**config.mk**
```make
export PLATFORM = sky130hd
export DESIGN_NAME = hazard_ctrl
export DESIGN_NICKNAME = d
export VERILOG_FILES = /design/src/rtl/mips_pkg.sv /design/src/rtl/md_busy_counter.sv /design/src/rtl/hazard_ctrl.sv
export SDC_FILE = /design/constraint.sdc
export NUM_CORES = 1
export LEC_CHECK = 0
export ABC_CLOCK_PERIOD_IN_PS = 1700
export CAP_MARGIN = 0
export CORE_MARGIN = 2
export CORE_UTILIZATION = 35
export DETAILED_ROUTE_END_ITERATION = 10
export GPL_TIMING_DRIVEN = 0
export MAX_ROUTING_LAYER = met4
export PLACE_DENSITY = 0.78
export SYNTH_ARGS = -nofsm -noshare
export SYNTH_HDL_FRONTEND = slang
export SYNTH_SLANG_ARGS = --single-unit
```
**constraint.sdc**
```tcl
create_clock -name clk -period 1.7 [get_ports clk]
set_input_delay 0.255 -clock clk [delete_from_list [all_inputs] [get_ports clk]]
set_output_delay 0.255 -clock clk [all_outputs]
set_load 0.005 [all_outputs]
```
**src/rtl/mips_pkg.sv**
```systemverilog
// mips_pkg
// Types and helpers shared by the pipeline control logic of the 5-stage
// MIPS core.
//   pc_sel_t   : PC source select encoding driven by the hazard controller
//   hz_state_t : hazard controller sequencing states
//   REG_ZERO   : architectural $zero, never a real hazard source
//   reg_match  : does the ID instruction read register x?
package mips_pkg;

    typedef enum logic [1:0] {
        PC_SEQ = 2'b00,
        PC_BR  = 2'b01,
        PC_EXC = 2'b10
    } pc_sel_t;

    typedef enum logic [1:0] {
        RUN,
        DRAIN,
        REDIRECT
    } hz_state_t;

    localparam logic [4:0] REG_ZERO = 5'd0;

    // A producer writing $zero never creates a dependency, since $zero reads as 0.
    function automatic logic reg_match(
        input logic [4:0] x,
        input logic [4:0] rs,
        input logic [4:0] rt,
        input logic       uses_rs,
        input logic       uses_rt
    );
        return (x != REG_ZERO) && ((uses_rs && (rs == x)) || (uses_rt && (rt == x)));
    endfunction

endpackage

```
**src/rtl/md_busy_counter.sv**
```systemverilog
// md_busy_counter
// Tracks how long the multi-cycle mult/div unit stays busy after an
// accepted start.
//   clk   : clock, rising edge
//   rst   : asynchronous reset, active-high
//   start : accepted mult/div issue this cycle (loads MD_LATENCY)
//   busy  : unit busy (counter nonzero)
module md_busy_counter #(
    parameter int MD_LATENCY = 32
) (
    input  logic clk,
    input  logic rst,
    input  logic start,
    output logic busy
);

    localparam int CW = $clog2(MD_LATENCY + 1);

    logic [CW-1:0] cnt;

    // NOTE: sequential state is updated with non-blocking assignments so every
    // flop samples pre-edge values regardless of block ordering.
    always_ff @(posedge clk or posedge rst) begin
        if (rst) begin
            cnt <= '0;
        end else if (start) begin
            cnt <= CW'(MD_LATENCY);
        end else if (cnt != '0) begin
            cnt <= cnt - CW'(1);
        end
    end

    assign busy = (cnt != '0);

endmodule

```
**src/rtl/hazard_ctrl.sv**
```systemverilog
// hazard_ctrl
// Pipeline sequencing controller for the 5-stage MIPS core. Detects
// load-use and branch-operand hazards, stalls on the busy mult/div unit,
// squashes the wrong-path fetch on taken branch/jump, and runs the
// exception drain-and-redirect sequence.
//   inputs  : ID operand/type info, EX/MEM destination info, exception
//   pc_en, pc_sel          : PC load enable and source select
//   ifid_en, ifid_flush    : IF/ID register enable / clear to NOP
//   idex_flush             : ID/EX clear to bubble
//   epc_we                 : capture EPC this cycle
//   md_busy                : mult/div unit busy
//   exc_active             : exception sequence in progress
// Outputs are combinational from the registered state and current inputs.
module hazard_ctrl
    import mips_pkg::*;
#(
    parameter int MD_LATENCY = 32,
    parameter int EXC_DRAIN  = 2
) (
    input  logic       clk,
    input  logic       rst,
    input  logic [4:0] id_rs,
    input  logic [4:0] id_rt,
    input  logic       id_uses_rs,
    input  logic       id_uses_rt,
    input  logic       id_branch,
    input  logic       id_br_taken,
    input  logic       id_jump,
    input  logic       id_uses_hilo,
    input  logic       id_md_start,
    input  logic [4:0] ex_rd,
    input  logic       ex_reg_write,
    input  logic       ex_mem_read,
    input  logic [4:0] mem_rd,
    input  logic       mem_mem_read,
    input  logic       exception,
    output logic       pc_en,
    output logic [1:0] pc_sel,
    output logic       ifid_en,
    output logic       ifid_flush,
    output logic       idex_flush,
    output logic       epc_we,
    output logic       md_busy,
    output logic       exc_active
);

    localparam int DW = (EXC_DRAIN > 1) ? $clog2(EXC_DRAIN) : 1;

    hz_state_t     state;
    logic [DW-1:0] drain_cnt;

    logic    ex_match;
    logic    mem_match;
    logic    load_use;
    logic    br_dep;
    logic    md_stall;
    logic    stall;
    logic    redirect_br;
    logic    md_accept;
    pc_sel_t sel;

    // Hazard detection
    assign ex_match  = reg_match(ex_rd,  id_rs, id_rt, id_uses_rs, id_uses_rt);
    assign mem_match = reg_match(mem_rd, id_rs, id_rt, id_uses_rs, id_uses_rt);

    assign load_use = ex_mem_read && ex_match;
    // Branch compare happens in ID, so an operand still in EX (any write) or
    // a load still in MEM is not yet forwardable.
    assign br_dep   = (id_branch || id_jump) &&
                      ((ex_reg_write && ex_match) || (mem_mem_read && mem_match));
    assign md_stall = md_busy && (id_uses_hilo || id_md_start);
    assign stall    = load_use || br_dep || md_stall;

    assign redirect_br = (id_branch && id_br_taken) || id_jump;

    // A mult/div issues only from an unstalled RUN cycle with no exception.
    assign md_accept = (state == RUN) && !exception && !stall && id_md_start;

    md_busy_counter #(
        .MD_LATENCY (MD_LATENCY)
    ) u_md_busy_counter (
        .clk   (clk),
        .rst   (rst),
        .start (md_accept),
        .busy  (md_busy)
    );

    // Exception sequencing FSM and drain counter
    always_ff @(posedge clk or posedge rst) begin
        if (rst) begin
            state     <= RUN;
            drain_cnt <= '0;
        end else begin
            case (state)
                RUN: begin
                    if (exception) begin
                        state     <= DRAIN;
                        drain_cnt <= DW'(EXC_DRAIN - 1);
                    end
                end
                DRAIN: begin
                    if (drain_cnt == '0) begin
                        state <= REDIRECT;
                    end else begin
                        drain_cnt <= drain_cnt - DW'(1);
                    end
                end
                REDIRECT: state <= RUN;
                default:  state <= RUN;
            endcase
        end
    end

    // Control outputs
    // NOTE: every output gets a default at the top of the block so no path
    // through the case leaves one unassigned, which would infer a latch.
    always_comb begin
        pc_en      = 1'b0;
        sel        = PC_SEQ;
        ifid_en    = 1'b0;
        ifid_flush = 1'b1;
        idex_flush = 1'b1;
        epc_we     = 1'b0;
        exc_active = 1'b0;

        if (!rst) begin
            case (state)
                RUN: begin
                    if (exception) begin
                        epc_we = 1'b1;
                    end else if (stall) begin
                        ifid_flush = 1'b0;
                    end else if (redirect_br) begin
                        pc_en      = 1'b1;
                        sel        = PC_BR;
                        ifid_en    = 1'b1;
                        idex_flush = 1'b0;
                    end else begin
                        pc_en      = 1'b1;
                        ifid_en    = 1'b1;
                        ifid_flush = 1'b0;
                        idex_flush = 1'b0;
                    end
                end
                DRAIN: begin
                    exc_active = 1'b1;
                end
                REDIRECT: begin
                    pc_en      = 1'b1;
                    sel        = PC_EXC;
                    exc_active = 1'b1;
                end
                default: begin
                    exc_active = 1'b1;
                end
            endcase
        end
    end

    assign pc_sel = sel;

endmodule

```
==> impl_metrics.json, run 1 <==
{
  "status": "finished with violations",
  "violations": "negative setup slack",
  "yosysTopAreaCell": "dfrtp_1",
  "grt_use_total_pct": 19.3,
  "postCtsHoldBufs": 0,
  "slew_headroom_pct": 69.4,
  "row_count": 17,
  "ios": 42,
  "layout_common_cells": "xnor2_1, dlygate4sd2_1, clkdlybuf4s50_1, buf_4",
  "clk_path_buf_depth": 2,
  "hold_path_class": "in -> async",
  "fmax_ghz": 0.480,
  "syn_to_final_growth_pct": 81.4,
  "fin_crit_sh_pct": 122,
  "dp_cells": 164,
  "drtPass1Iterations": 4,
  "htree_levels": 1,
  "path_clk_slew_ps": 60,
  "r2r_cells": 5,
  "nets": 189,
  "gp_congestion": 0.751,
  "arrival_ps": 1830,
  "drive_gt1_share_pct": 29.2,
  "worstMarginPinSlew_ps": 456,
  "avgRoutedWirePerCell_um": 13.4,
  "drc": 0,
  "critPathBufInv": 3,
  "ys_ff_latch": 9,
  "synthesis.area_um2": 795,
  "syn_inst": 95,
  "hold_viol_final": 0,
  "cts_root_buffer": "clkbuf_4",
  "cts_buffers": 3,
  "dp_worst_setup_slack_ps": -902,
  "cp.required_ps": 1440,
  "netlist.area_leader.share_pct": 28.3,
  "max_stage_delay_ps": 540,
  "final_common_cell": "xnor2_1",
  "path_class": "in -> out",
  "worst_slack_ps": -382,
  "ir_worst_vdd_v": 0.000869,
  "grt_setup_unrepaired": "yes",
  "worstSetupStartpointType": "input port",
  "syn_nets": 129,
  "coreArea_um2": 2170,
  "fp.dieH_um": 51.6,
  "cts_tree": "done",
  "min_period_ps": 2080,
  "postSynthAreaPerCell_um2": 8.36,
  "yosys_warnings": 0,
  "drtAntennaViolNets": 0,
  "end_kind": "output pin",
  "drv_cap": 0,
  "drt-initial-drc-count": 9,
  "initial_utilization_pct": 36.6,
  "num_vias": 932,
  "wl_mm": 2.44,
  "finClkSkew_ps": 1.76,
  "clock_sinks": 9,
  "design.die.area_um2": 2670,
  "fp.dieW_um": 51.6,
  "place_hpwl_mm": 1.93,
  "r2r_end": "u_md_busy_counter.cnt[5]",
  "path_max_fanout": 4,
  "grt_max_degree": 10,
  "path_delay_family": "simple AND/OR/NAND/NOR gates",
  "worstReg2RegStart": "u_md_busy_counter.cnt[0]",
  "hold_ws_ps": 227,
  "io_buffers": 41,
  "fin_cells": 182,
  "r2r_slack_ps": 60,
  "cp_slowest_cell": "or4_1",
  "crit_path_cell_trace": "clkdlybuf4s15_1, or4_1, o211a_1, nand2_2, buf_4, and4_1, buf_2",
  "seq_area_frac_synth_pct": 28.3,
  "grt_pass1_wl_mm": 3.80,
  "antenna_found_initial": 0,
  "viasPerCell": 5.12,
  "maxSlewViolCount": 0,
  "n_antenna_cell": 0,
  "p_leak_uw": 0.000652,
  "gr-total-overflow": 0,
  "setup_viol_count_final": 5,
  "synth.area.top_cells": "dfrtp_1, xnor2_1, a21oi_1",
  "grt_pass1_vias": 923,
  "synthDistinctLibCells": 30,
  "clk_latency_ps": 260,
  "power_density_nw_per_um2": 996
}
## metal layers
| metal | GRT usage (%) | share of wire, % | vias to the layer above |
|---|---|---|---|
| li1 | - | - | 453 |
| met2 | 36.8 | 55 | 27 |
| met3 | 3.45 | 3.2 | 4 |
| met1 | 20.4 | 40 | 448 |
| met4 | 4.82 | 1.3 | 0 |
| met5 | - | 0 | - |
## worst register-to-register path, delay by kind of cell, from the launching register on
| kind | cells | cell delay, ps |
|---|---|---|
| buffers and inverters | 1 | 140 |
| flip-flops | 1 | 380 |
| AO/OA/AOI/OAI | 2 | 340 |
| AND/OR/NAND/NOR | 2 | 680 |
## registers in the layout, summed over array words and instances, names as in the netlist
register and cells:
u_md_busy_counter.cnt 6, state 2, drain_cnt 1
## power by group
group	leakage, µW	switching (µW)	internal [µW]
clock	0.0000150	78.1	90.7
combinational	0.000530	345	472
sequential	0.000107	121	329
## repair_timing
action,4_1_cts,5_1_grt
endpoints found under the setup margin,8,8
setup buffers,11,5
pin swaps,11,4
gates cloned,0,0
resized for setup,60,9
## how the worst max path moves through the flow
stage	start	end	slack [ps]	depth (start not counted)
6_report	mem_rd[2]	pc_sel[0]	-380	7
2_1_floorplan	u_md_busy_counter.cnt[0]	pc_sel[0]	-20	8
4_1_cts	u_md_busy_counter.cnt[1]	pc_sel[0]	-380	9
3_3_place_gp	mem_rd[2]	pc_sel[0]	-890	6
3_5_place_dp	mem_rd[2]	pc_sel[0]	-900	6
5_1_grt	u_md_busy_counter.cnt[0]	pc_sel[0]	-490	9
## cell families (layout without fill, tap and decap cells)
family          Yosys count  in the layout  synth area share (%)
simple gates             36             36                  25.4
xor+xnor                 21             21                  23.2
compound gates           21             21                  17.3
fa+ha+maj                 1              1                  1.57
mux                       1              1                  1.26
buf+inv                   6             65                  2.99
flops                     9              9                  28.3
## layout make-up
| cell class | instances | area [µm²] |
|---|---|---|
| fill | 184 | 728 |
| inverter | 5 | 22.5 |
| sequential | 9 | 228 |
| multi-input combinational | 80 | 624 |
| timing repair buffer | 56 | 505 |
| clock buffer | 4 | 26.3 |
| tap | 28 | 35.0 |
## cells in the mapped netlist, drive strengths merged
library cell and count:
ha 1, nor3b 1, a31o 2, nand2 8
dfrtp 9, a21oi 8, nor3 4, xnor2 21
or2 1, nand2b 4, nor2 4, mux2i 1
o21ai 4, or4 1, nor4 1, o21a 1
clkbuf 1, nand3 1, nand3b 1, and4 1
o211a 1, or3 2, a21o 3, o22ai 2
and3 2, inv 5, nand4 4, or4b 1
## per-stage QoR
stage	setup TNS [ps]	total power [µW]	util, %	instance area [µm²]
2_1_floorplan	-19.1	793	-	802
3_3_place_gp	-5360	1020	57.5	1250
3_5_place_dp	-5470	1060	57.5	1250
4_1_cts	-1700	1340	64.0	1390
5_1_grt	-2120	1540	66.4	1440
6_report	-1580	1440	66.4	1440
Note: power is estimated with default switching activity, not from simulation.
==> run 2, diff against run 1 <==
--- a/config.mk
+++ b/config.mk
@@ -13,6 +13,7 @@
 export GPL_TIMING_DRIVEN = 0
 export MAX_ROUTING_LAYER = met4
 export PLACE_DENSITY = 0.78
+export RECOVER_POWER = 100
 export SYNTH_ARGS = -nofsm -noshare
 export SYNTH_HDL_FRONTEND = slang
 export SYNTH_SLANG_ARGS = --single-unit
==> impl_metrics.json, run 2 (synthesis results as in run 1) <==
{
  "path_max_fanout": 4,
  "end_kind": "output pin",
  "avgRoutedWirePerCell_um": 13.4,
  "p_leak_uw": 0.000649,
  "reg_top3": "u_md_busy_counter.cnt: 6 flops, state: 2 flops, drain_cnt: 1 flops",
  "violations": "negative setup slack",
  "r2r_slack_ps": 60,
  "grt_use_total_pct": 19.3,
  "drtAntennaViolNets": 0,
  "status": "finished with violations",
  "finalSetupTns_ps": -1580,
  "gr-total-overflow": 0,
  "num_vias": 930,
  "hold_ws_ps": 347,
  "fin_cells": 182,
  "clk_latency_ps": 260,
  "drv_cap": 0,
  "fillers": 185,
  "worstMarginPinSlew_ps": 502,
  "path_class": "in -> out",
  "hold_path_class": "in -> async",
  "drive_gt1_share_pct": 28.6,
  "htree_levels": 1,
  "final_common_cell": "xnor2_1",
  "grt_max_degree": 10,
  "drt-initial-drc-count": 9,
  "layout_common_cells": "xnor2_1, dlygate4sd2_1, clkdlybuf4s50_1",
  "power_density_nw_per_um2": 998,
  "grtUsageMet3_pct": 3.45,
  "antenna_found_initial": 0,
  "hold_viol_final": 0,
  "grt_pass1_vias": 923,
  "fp.dieW_um": 51.6,
  "cts_tree": "done",
  "busiest_layer": "met2",
  "grt_setup_unrepaired": "yes",
  "r2r_end": "u_md_busy_counter.cnt[5]",
  "largest_reg_flops": 6,
  "cts_root_buffer": "clkbuf_4",
  "design.die.area_um2": 2670,
  "finClkSkew_ps": 1.83,
  "worst_slack_ps": -382,
  "slew_headroom_pct": 66.5,
  "cts_buffers": 3,
  "use_met1_pct": 20.4,
  "drtPass1Iterations": 4,
  "nets": 189,
  "worstSetupStartpointType": "input port",
  "final_core_utilization_pct": 66.3,
  "drc": 0,
  "initial_utilization_pct": 36.6,
  "viasPerCell": 5.11,
  "ios": 42,
  "gp_congestion": 0.751,
  "syn_to_final_growth_pct": 80.9,
  "clock_sinks": 9,
  "min_period_ps": 2080,
  "max_stage_delay_ps": 540,
  "ir_worst_vdd_v": 0.000869,
  "critPathBufInv": 3,
  "finalPower_uw": 1430,
  "io_buffers": 41,
  "path_delay_family": "simple AND/OR/NAND/NOR gates",
  "fin_crit_sh_pct": 122,
  "cp_slowest_cell": "or4_1",
  "worstReg2RegStart": "u_md_busy_counter.cnt[0]",
  "maxSlewViolCount": 0,
  "met2_usage_pct": 36.8,
  "fmax_ghz": 0.480,
  "arrival_ps": 1830,
  "wl_mm": 2.44,
  "coreArea_um2": 2170,
  "setup_viol_count_final": 5,
  "place_hpwl_mm": 1.93,
  "fp.dieH_um": 51.6,
  "crit_path_cell_trace": "clkdlybuf4s15_1, or4_1, o211a_1, nand2_2, buf_4, and4_1, buf_2",
  "r2r_cells": 5,
  "dp_cells": 164,
  "clk_path_buf_depth": 2,
  "top_register": "u_md_busy_counter.cnt",
  "cp.required_ps": 1440,
  "n_antenna_cell": 0,
  "path_clk_slew_ps": 60,
  "postCtsHoldBufs": 0,
  "row_count": 17,
  "grt_pass1_wl_mm": 3.80
}
-- run 2: worst max-delay path by stage --
stage	from	to	slack [ps]	cells after the start
global placement	mem_rd[2]	pc_sel[0]	-890	6
floorplan	u_md_busy_counter.cnt[0]	pc_sel[0]	-20	8
CTS	u_md_busy_counter.cnt[1]	pc_sel[0]	-380	9
finish	mem_rd[2]	pc_sel[0]	-380	7
detailed placement	mem_rd[2]	pc_sel[0]	-900	6
global route	u_md_busy_counter.cnt[0]	pc_sel[0]	-490	9
-- run 2: power breakdown --
group / internal, µW / switching, µW / leakage (µW)
registers: 329 / 121 / 0.000107
clock network: 90.7 / 78.5 / 0.0000150
logic: 471 / 344 / 0.000526
total: 890 / 544 / 0.000649
-- run 2: final cells by class --
cell class / instances / area, µm² / share of cell area [%]
Sequential cell: 9 / 228 / 15.8
Multi-Input combinational cell: 80 / 624 / 43.4
Timing Repair Buffer: 56 / 502 / 34.9
Inverter: 5 / 22.5 / 1.57
Tap cell: 28 / 35.0 / 2.44
Clock buffer: 4 / 26.3 / 1.83
-- run 2: worst reg2reg max path, stage by stage (launching register included) --
cell	delay, ps
dfrtp_1	380
buf_4	140
or3_1	340
or3_1	340
a21o_1	190
a21o_1	150
-- run 2: per-stage QoR --
| step | worst slack [ps] | instance area (µm²) |
|---|---|---|
| after CTS | -376 | 1390 |
| after floorplan | -19.1 | 802 |
| after global placement | -887 | 1250 |
| after global routing | -486 | 1440 |
| after detailed placement | -902 | 1250 |
| final | -382 | 1440 |
-- run 2: what timing repair did --
action | in CTS | in global routing
pin swaps | 11 | 4
endpoints found under the setup margin | 8 | 8
resized for setup | 60 | 9
setup buffers | 11 | 5
-- run 2: metal layers --
metal  vias to the layer above  part of all wire, %
met5                         -                    0
met4                         0                  1.3
met3                         4                  3.2
met2                        25                   55
met1                       448                   40
li1                        453                    -
==> run 3, diff against run 2 <==
--- a/config.mk
+++ b/config.mk
@@ -6,7 +6,7 @@
 export NUM_CORES = 1
 export LEC_CHECK = 0
 export ABC_CLOCK_PERIOD_IN_PS = 1700
-export CAP_MARGIN = 0
+export CAP_MARGIN = 30
 export CORE_MARGIN = 2
 export CORE_UTILIZATION = 35
 export DETAILED_ROUTE_END_ITERATION = 10
@@ -14,6 +14,7 @@
 export MAX_ROUTING_LAYER = met4
 export PLACE_DENSITY = 0.78
 export RECOVER_POWER = 100
+export SKIP_CTS_REPAIR_TIMING = 1
 export SYNTH_ARGS = -nofsm -noshare
 export SYNTH_HDL_FRONTEND = slang
 export SYNTH_SLANG_ARGS = --single-unit
==> impl_metrics.json, run 3 (synthesis results as in run 1) <==
{
  "avgRoutedWirePerCell_um": 14.2,
  "syn_to_final_growth_pct": 89.9,
  "drv_cap": 0,
  "initial_utilization_pct": 36.6,
  "hold_path_class": "in -> async",
  "drive_gt1_share_pct": 28.2,
  "cp_slowest_cell": "dfrtp_1",
  "viasPerCell": 5.14,
  "num_vias": 945,
  "coreArea_um2": 2170,
  "path_class": "reg -> out",
  "row_count": 17,
  "layout_common_cells": "dlymetal6s2s_1, xnor2_1, buf_4",
  "ios": 42,
  "arrival_ps": 1850,
  "n_antenna_cell": 0,
  "reg_top3": "u_md_busy_counter.cnt: 6 flops, state: 2 flops, drain_cnt: 1 flops",
  "crit_top_cell": "nand2b_4",
  "hold_viol_final": 0,
  "min_period_ps": 2100,
  "grt_setup_unrepaired": "yes",
  "place_hpwl_mm": 1.93,
  "maxSlewViolCount": 0,
  "max_stage_delay_ps": 400,
  "drt-initial-drc-count": 13,
  "nets": 191,
  "cts_buffers": 3,
  "ir_worst_vdd_v": 0.000879,
  "cp.required_ps": 1440,
  "final_core_utilization_pct": 69.6,
  "fin_cells": 184,
  "power_density_nw_per_um2": 970,
  "end_kind": "output pin",
  "setup_viol_count_final": 5,
  "cts_tree": "done",
  "io_buffers": 41,
  "gr-total-overflow": 0,
  "cts_root_buffer": "clkbuf_4",
  "grt_pass1_vias": 823,
  "top_register": "u_md_busy_counter.cnt",
  "worstMarginPinSlew_ps": 463,
  "violations": "negative setup slack",
  "clk_latency_ps": 260,
  "path_clk_slew_ps": 60,
  "status": "finished with violations",
  "clock_sinks": 9,
  "drtAntennaViolNets": 0,
  "drc": 0,
  "fp.dieW_um": 51.6,
  "grt_pass1_wl_mm": 3.46,
  "path_max_fanout": 4,
  "grt_use_total_pct": 17.5,
  "gp_congestion": 0.751,
  "finalPower_uw": 1460,
  "fp.dieH_um": 51.6,
  "slew_headroom_pct": 68.9,
  "largest_reg_flops": 6,
  "clk_path_buf_depth": 2,
  "worst_slack_ps": -401,
  "design.die.area_um2": 2670,
  "wl_mm": 2.62,
  "fin_crit_sh_pct": 124,
  "grt_max_degree": 11,
  "htree_levels": 1,
  "drtPass1Iterations": 2,
  "worstSetupStartpointType": "flip-flop",
  "finClkSkew_ps": 1.32,
  "crit_path_cell_trace": "inv_2, ha_4, nand2b_4, nand2b_4, o21a_1, a21oi_4, buf_6, and4_1, buf_2",
  "antenna_found_initial": 0,
  "final_common_cell": "dlymetal6s2s_1",
  "dp_cells": 164,
  "fmax_ghz": 0.476,
  "p_leak_uw": 0.000804
}
-- run 3: cell count changes in the layout (fill, tap and decap cells not counted), moves of 2 or more --
cell / before / now
clkdlybuf4s15_1: 2 / 0
inv_1: 4 / 2
dlygate4sd3_1: 0 / 2
clkbuf_1: 2 / 4
clkbuf_2: 0 / 2
dlymetal6s2s_1: 3 / 23
dlygate4sd2_1: 17 / 0
buf_2: 3 / 1
inv_2: 0 / 2
buf_6: 5 / 2
-- run 3: layout make-up --
| type | count | area, µm² |
|---|---|---|
| clock buffers | 4 | 26.3 |
| fillers | 172 | 661 |
| inverters | 5 | 20.0 |
| multi-input cells | 80 | 626 |
| flip-flops and latches | 9 | 228 |
| well taps | 28 | 35.0 |
| repair buffers | 58 | 574 |
-- run 3: stage by stage --
step	setup TNS (ps)	hold WS (ps)	cell area, µm²	setup WS [ps]
after floorplan	-19.1	88.0	802	-19.1
after global placement	-5360	449	1250	-887
after detailed placement	-5470	469	1250	-902
after CTS	-5410	362	1270	-953
after global routing	-2330	101	1510	-535
final	-1850	90.0	1510	-401
-- run 3: metal layers --
layer,part of all wire (%),track usage (%),up-vias
met3,2.2,3.45,2
met4,0.69,4.82,0
met2,55,31.6,18
met1,42,19.5,469
li1,-,-,456
met5,0,-,-
-- run 3: worst max-delay path, delay by kind of cell, from the launching register on --
kind            cells  cell delay (ps)
compound gates      2              330
flops               1              400
fa+ha+maj           1              150
simple gates        3              370
buf+inv             3              320
-- run 3: path summary, 6_finish.rpt --
kind	from	end	slack, ps	cells after the start
min reg2reg	drain_cnt	state[1]	480	1
max reg2reg	u_md_busy_counter.cnt[1]	u_md_busy_counter.cnt[5]	120	4
min	rst	drain_cnt	90	3
max	u_md_busy_counter.cnt[1]	pc_sel[0]	-400	9
min in group clk	drain_cnt	state[1]	480	1
max in group asynchronous	rst	state[0]	1050	3
-- run 3: power breakdown --
part           internal, µW  switching, µW  total (µW)
Clock                  90.7           81.5         172
Sequential              329            128         456
Combinational           485            349         835
Total                   905            558        1460
